==> src/rtl/tick_sched_pkg.sv <==
// Shared defaults and config-FSM state type for the tick scheduler.
package tick_sched_pkg;

  localparam int unsigned CNT_W_DEF = 11;
  localparam int unsigned N_REQ_DEF = 4;
  localparam logic [CNT_W_DEF-1:0] DIV_RST_DEF = 11'd10;

  typedef enum logic [0:0] {
    CFG_IDLE    = 1'b0,
    CFG_PENDING = 1'b1
  } cfg_state_t;

endpackage

==> src/rtl/tick_scheduler_rr_arbiter.sv <==
// Round-robin requester selection; the pointer advances only when a grant is issued.
module rr_arbiter
  import tick_sched_pkg::*;
#(
  parameter int unsigned N_REQ = N_REQ_DEF
) (
  input  logic             clk,
  input  logic             rst,
  input  logic             sample,
  input  logic [N_REQ-1:0] req,
  output logic [N_REQ-1:0] grant_c
);

  localparam int unsigned PTR_W = (N_REQ > 1) ? $clog2(N_REQ) : 1;

  logic [PTR_W-1:0] ptr_q;
  logic [PTR_W-1:0] ptr_d;
  logic [PTR_W-1:0] idx;
  logic             hit;

  // Search starts one past the last winner and wraps around.
  always_comb begin
    grant_c = '0;
    ptr_d   = ptr_q;
    idx     = '0;
    hit     = 1'b0;
    for (int unsigned i = 1; i <= N_REQ; i++) begin
      idx = PTR_W'((32'(ptr_q) + i) % N_REQ);
      if (!hit && req[idx]) begin
        hit          = 1'b1;
        grant_c[idx] = 1'b1;
        ptr_d        = idx;
      end
    end
  end

  always_ff @(posedge clk) begin
    if (rst) begin
      ptr_q <= PTR_W'(N_REQ - 1);
    end else if (sample) begin
      ptr_q <= ptr_d;
    end
  end

endmodule

==> src/rtl/tick_scheduler.sv <==
// Programmable tick divider with glitch-free divisor update and round-robin tick grants.
module tick_scheduler
  import tick_sched_pkg::*;
#(
  parameter int unsigned      CNT_W   = CNT_W_DEF,
  parameter int unsigned      N_REQ   = N_REQ_DEF,
  parameter logic [CNT_W-1:0] DIV_RST = CNT_W'(DIV_RST_DEF)
) (
  input  logic             clk_i,
  input  logic             rst_i,
  input  logic             en_i,
  input  logic [CNT_W-1:0] div_i,
  input  logic             div_we_i,
  output logic             div_ack_o,
  input  logic [N_REQ-1:0] req_i,
  output logic [N_REQ-1:0] grant_o,
  output logic             tick_o,
  output logic             clk_o
);

  logic [CNT_W-1:0] cnt_q;
  logic [CNT_W-1:0] div_q;
  logic [CNT_W-1:0] div_d;
  logic [CNT_W-1:0] div_pend_q;
  logic [CNT_W-1:0] div_pend_d;
  cfg_state_t       state_q;
  cfg_state_t       state_d;
  logic             ack_d;
  logic             apply;
  logic             terminal;
  logic [N_REQ-1:0] grant_c;

  assign terminal = en_i && (cnt_q == div_q);

  rr_arbiter #(.N_REQ(N_REQ)) u_arb (
    .clk     (clk_i),
    .rst     (rst_i),
    .sample  (terminal),
    .req     (req_i),
    .grant_c (grant_c)
  );

  // Divider datapath and registered tick/clock/grant outputs.
  always_ff @(posedge clk_i) begin
    if (rst_i) begin
      cnt_q   <= '0;
      tick_o  <= 1'b0;
      clk_o   <= 1'b0;
      grant_o <= '0;
    end else begin
      cnt_q   <= (en_i && !terminal) ? cnt_q + CNT_W'(1) : '0;
      tick_o  <= terminal;
      grant_o <= terminal ? grant_c : '0;
      if (terminal) begin
        clk_o <= ~clk_o;
      end
    end
  end

  // Pending divisor lands on a period boundary, or immediately while stopped.
  always_comb begin
    state_d    = state_q;
    div_d      = div_q;
    div_pend_d = div_pend_q;
    ack_d      = 1'b0;
    apply      = (state_q == CFG_PENDING) && (terminal || !en_i);
    if (apply) begin
      div_d   = div_pend_q;
      ack_d   = 1'b1;
      state_d = CFG_IDLE;
    end
    if (div_we_i) begin
      div_pend_d = div_i;
      state_d    = CFG_PENDING;
    end
  end

  always_ff @(posedge clk_i) begin
    if (rst_i) begin
      state_q    <= CFG_IDLE;
      div_q      <= DIV_RST;
      div_pend_q <= '0;
      div_ack_o  <= 1'b0;
    end else begin
      state_q    <= state_d;
      div_q      <= div_d;
      div_pend_q <= div_pend_d;
      div_ack_o  <= ack_d;
    end
  end

endmodule
==> config.mk <==
export PLATFORM = sky130hd
export DESIGN_NAME = tick_scheduler
export DESIGN_NICKNAME = d
export VERILOG_FILES = /design/src/rtl/tick_sched_pkg.sv /design/src/rtl/tick_scheduler_rr_arbiter.sv /design/src/rtl/tick_scheduler.sv
export SDC_FILE = /design/constraint.sdc
export NUM_CORES = 1
export LEC_CHECK = 0
export ABC_AREA = 1
export CORE_MARGIN = 2
export CORE_UTILIZATION = 59
export DETAILED_ROUTE_END_ITERATION = 7
export PLACE_DENSITY_LB_ADDON = 0.25
export SLEW_MARGIN = 25
export SYNTH_ARGS = -nofsm -noshare
export SYNTH_HDL_FRONTEND = slang
export SYNTH_SLANG_ARGS = --single-unit
==> constraint.sdc <==
create_clock -name clk_i -period 4.26 [get_ports clk_i]
set_clock_uncertainty 0.15 [all_clocks]
set_input_delay 0.852 -clock clk_i [delete_from_list [all_inputs] [get_ports clk_i]]
set_output_delay 0.852 -clock clk_i [all_outputs]
set_load 0.05 [all_outputs]
After elaboration in Yosys (flattened, before gate mapping). Cells that the tools add are included.

Flip-flop bits (word level): 43. Output and inout bits: 7. Logic and storage cells: 80. Input bits: 19.

Bitwise operators: 6. Equal/unequal tests: 1. Mux-type cells: 30. Add/subtract/negate cells: 5. Reduce and logical (&&, ||, !) cells: 21. Magnitude comparators: 8.

Operators by type and width (number): $mux W4 (4); $mux W1 (14); $lt A2 B3 Y1 const B (4); $or A4 B4 Y4 (3); $add A11 B1 Y11 const B (1); $eq A11 B11 Y1 (1); $logic_and A1 B1 Y1 (10); $bmux W1 S2 (4); $demux W1 S2 (4); $ge A2 B1 Y1 const B (4); $mux W2 (4); $logic_not A1 Y1 (5); $add A2 B1 Y2 const B (2); $add A2 B2 Y2 const B (2); $reduce_bool A4 Y1 (1); $reduce_or A2 Y1 (2); $not A1 Y1 (3); $reduce_and A2 Y1 (1); $reduce_bool A2 Y1 (1); $logic_or A1 B1 Y1 (1).

Longest topological paths before layout.
Depth after elaboration: 14. Depth in mapped cells: 11. Mapped depth without buffers: 11.

Modules after synthesis. A second synthesis with hierarchy kept.

Cells, all modules: 334. Area total of the unflattened synthesis: 2388.5 um^2.

Modules (own cells, without submodules): tick_scheduler (seq. area each 820.8 um^2, times used 1, area an instance 1810.5 um^2, cells each 241); rr_arbiter (seq. area each 40.0 um^2, times used 1, area an instance 578.1 um^2, cells each 93).

Worst setup path before layout. Ideal clock, no wire load.

Kind: reg-to-reg. Start point: register u_arb.ptr_q[0]. End point: register u_arb.ptr_q[1]. Data required time: 3983 ps. Library setup time: 127 ps. Cell stages (with the launch flop): 11. Slack: 2377 ps. Arrival time: 1606 ps. Path through: dfxtp_1 inv_2 ha_1 inv_1 nand3_2 nand2_4 nand3_2 nand3_1 nand2_1 nand2_1 nand3_1.

Word-level cells in the longest chain between the ends: 14.

Ends and longest elaborated chain: from (decl) (line tick_scheduler_rr_arbiter.sv:16) `logic [PTR_W-1:0] ptr_q;`; from (signal assigned) (line tick_scheduler_rr_arbiter.sv:39) `ptr_q <= PTR_W'(N_REQ - 1);`; from (signal assigned) (line tick_scheduler_rr_arbiter.sv:41) `ptr_q <= ptr_d;`; $add A2 B1 Y2 (line tick_scheduler_rr_arbiter.sv:28) `idx = PTR_W'((32'(ptr_q) + i) % N_REQ);`; $bmux W1 S2 (line tick_scheduler_rr_arbiter.sv:29) `if (!hit && req[idx]) begin`; $mux W1 (not written as such) (line tick_scheduler_rr_arbiter.sv:29); $mux W1 (line tick_scheduler_rr_arbiter.sv:29); $logic_not A1 Y1 (line tick_scheduler_rr_arbiter.sv:29); $logic_and A1 B1 Y1 (line tick_scheduler_rr_arbiter.sv:29); $mux W1 (line tick_scheduler_rr_arbiter.sv:29); $logic_not A1 Y1 (line tick_scheduler_rr_arbiter.sv:29); $logic_and A1 B1 Y1 (line tick_scheduler_rr_arbiter.sv:29); $mux W1 (line tick_scheduler_rr_arbiter.sv:29); $logic_not A1 Y1 (line tick_scheduler_rr_arbiter.sv:29); $logic_and A1 B1 Y1 (line tick_scheduler_rr_arbiter.sv:29); $reduce_bool A4 Y1 (no line); $reduce_and A2 Y1 (no line).

Several ways; a longest one is shown, not always the timed one. The select of a mux whose other input is x is not followed. A chain may end at the register's enable or synchronous reset.

Final worst setup path.
Start point: register clk_o. End point: output clk_o.

RTL lines: from (decl) (line tick_scheduler.sv:18) `output logic clk_o`; from (signal assigned) (line tick_scheduler.sv:55) `clk_o <= ~clk_o;`.

No word-level cell between the ends.

==> impl_metrics.csv <==
group,metric,value,unit
synthesis,ys_types,29,
sta,max-slew-margin-rel,0.673,
synthesis,netlist_instances,307,
clock_network,cts_tree,"built",
placement,hpwl,3100,µm
clock_network,cts_buffer_depth,2,
global_routing,track_usage,0.221,
synthesis,synth_area,2180,µm²
route,dr.pass1.iters,4,
flow_run,drv_cap,0,
global_routing,antenna_found_initial,0,
setup_path,crit_path_top_delay_cell,"clkdlybuf4s50_1",
synthesis,ys_async_sr_fraction,0,
placement,numPortBuffers,25,
synthesis,synth_top_family_by_area,"simple AND/OR/NAND/NOR gates",
sta,setup-violations-final,0,
synthesis,synth-simple-area-share,0.358,
sta,max_freq,405,MHz
synthesis,synth-adder-area-share,0.0517,
sta,min_period,2470,ps
final_layout,areaGrowthSynthToFinish,16.6,%
route,routedWlPerCell,10.9,µm
sta,tightestPinTransition,489,ps
setup_path,crit_path_end_kind,"output port",
setup_path,r2r_setup_slack,2050,ps
placement,gp_congestion,0.902,
route,vias,1932,
die,die_area,4200,µm²
die,rows,22,
placement,place_area,2440,µm²
synthesis,synth_seq_cells,43,
synthesis,synth-main-ff-cell,"dfxtp_1",
synthesis,syn_nets,335,
route,drtAntennaViolNets,0,
setup_path,cp_max_fo,2,
clock_network,cts_sinks,43,
clock_network,post_cts_buffers,0,
global_routing,grt.overflow.total,0,
sta,report.final.hold_viol_count,0,
pwr,p_total,811,µW
placement,pre_cts_ws,1540,ps
sta,timing.final.ws_setup,1790,ps
final_layout,diodes,0,
final_layout,utilization,0.705,
clock_network,cts_resized,0,
synthesis,ys_warn_count,0,
synthesis,avgSynthCellArea,7.10,µm²
route,wirelength,4150,µm
setup_path,cp.required,3260,ps
sta,rsz0062_at_grt,"false",
final_layout,num-nets-final,359,
synthesis,yosys.area.top_type,"dfxtp_1",
synthesis,synth_compound_area_frac,0.0907,
die,io_pins,26,
route,drc,0,
setup_path,max_stage_delay,810,ps
sta,tns,0,ps
final_layout,design_area,2540,µm²
die,die_w,64.8,µm
pwr,power_density,319,nW/µm²
synthesis,post-synth-top-area-fraction,0.395,
hold_path,hp-class,"reg2reg",
pwr,ir_drop,295,µV
sta,hold_ws,330,ps
route,first_iter_violations,100,
sta,final_max_slew_viol_count,0,
sta,finalCritPeriodShare,0.579,
clock_network,cts_buffers,5,
final_layout,layout.cells.non_filler,379,
die,core,3610,µm²
synthesis,synthTopCellsByCount,"nand2_1, dfxtp_1, nor2_1",
clock_network,cts.root.buffer_cell,"clkbuf_8",
placement,dp.cells,372,
setup_path,arrival,1470,ps
global_routing,grt_pass1_vias,1739,
setup_path,crit_buf_inv,1,
die,die_h,64.8,µm
clock_network,cts_hold_repair.buffers,0,
synthesis,ys_seq_area_frac,0.395,
global_routing,grt_pass1_wl,7420,µm
clock_network,clk_pin_slew,70,ps
synthesis,synth_edf_count,0,
clock_network,insertion_delay,290,ps
clock_network,htreeDepth,2,
route,viasPerCell,5.10,
status,status,"complete, no violations",
global_routing,grt_max_degree,18,
synthesis,synth.top_cells.by_area,"dfxtp_1, nand2_1, nor2_1",
die,start_util,0.604,
final_layout,drive_gt1_frac,0.0816,
setup_path,crit_chain,"clkdlybuf4s50_1",
setup_path,cp_top_family,"buffers and inverters",
synthesis,synthXorXnorAreaFrac,0.0201,
synthesis,yosysMostFrequentCell,"nand2_1",
setup_path,cp-start-kind,"flip-flop",
pwr,p_leak,1.08,nW
synthesis,synthMuxAreaShare,0,
setup_path,path_class,"reg2out",
-- cell type report --
| cell class | count | area, µm² |
|---|---|---|
| Sequential cell | 43 | 861 |
| Fill cell | 292 | 1060 |
| Clock inverter | 1 | 30.0 |
| Multi-Input combinational cell | 220 | 1130 |
| Tap cell | 48 | 60.1 |
| Clock buffer | 6 | 72.6 |
| Inverter | 36 | 135 |
| Timing Repair Buffer | 25 | 250 |
-- power by group --
group	switching (mW)	internal, mW	total (mW)
clock network	0.130	0.172	0.301
logic	0.0486	0.0354	0.0839
registers	0.0108	0.415	0.426
total	0.189	0.622	0.811
-- worst paths after layout --
path | start | endpoint | cells past startpoint
hold / removal | div_q[9] | div_q[9] | 2
setup reg to reg | u_arb.ptr_q[0] | grant_o[3] | 9
setup / recovery | clk_o | clk_o | 1
hold reg to reg | div_q[9] | div_q[9] | 2
-- kinds of logic (layout without fill, tap and decap cells) --
kind of cell | count (synthesis) | in the layout
buffers and inverters | 44 | 68
XOR/XNOR | 5 | 5
AND/OR/NAND/NOR | 168 | 168
AO/OA/AOI/OAI | 38 | 38
flip-flops | 43 | 43
adder cells (fa/ha/maj) | 9 | 9
-- per-layer routing --
metal / vias to the layer above / wire (µm) / GRT usage
met3: 2 / 194 / 0.0451
li1: 1021 / - / -
met5: - / 0 / 0
met4: 0 / 20 / 0.0691
met2: 46 / 1930 / 0.353
met1: 863 / 2010 / 0.299
-- flip-flops by register name (all words and copies together) (netlist names) --
signal / cells
tick_o: 1
div_pend_q: 11
clk_o: 1
div_q: 11
div_ack_o: 1
u_arb.ptr_q: 2
cnt_q: 11
state_q: 1
grant_o: 4
-- placed cells by master (no fill, tap or decap), drive strengths merged --
cell / n
o21ai: 19
or2: 1
clkdlybuf4s50: 25
nand4: 4
nor3b: 3
ha: 9
a31oi: 2
bufinv: 1
nand2: 78
xnor2: 1
nand3: 33
dfxtp: 43
nor2: 46
a21oi: 16
clkbuf: 6
o22ai: 1
nor3: 3
xor2: 4
inv: 36
(Power assumes the default switching activity.)
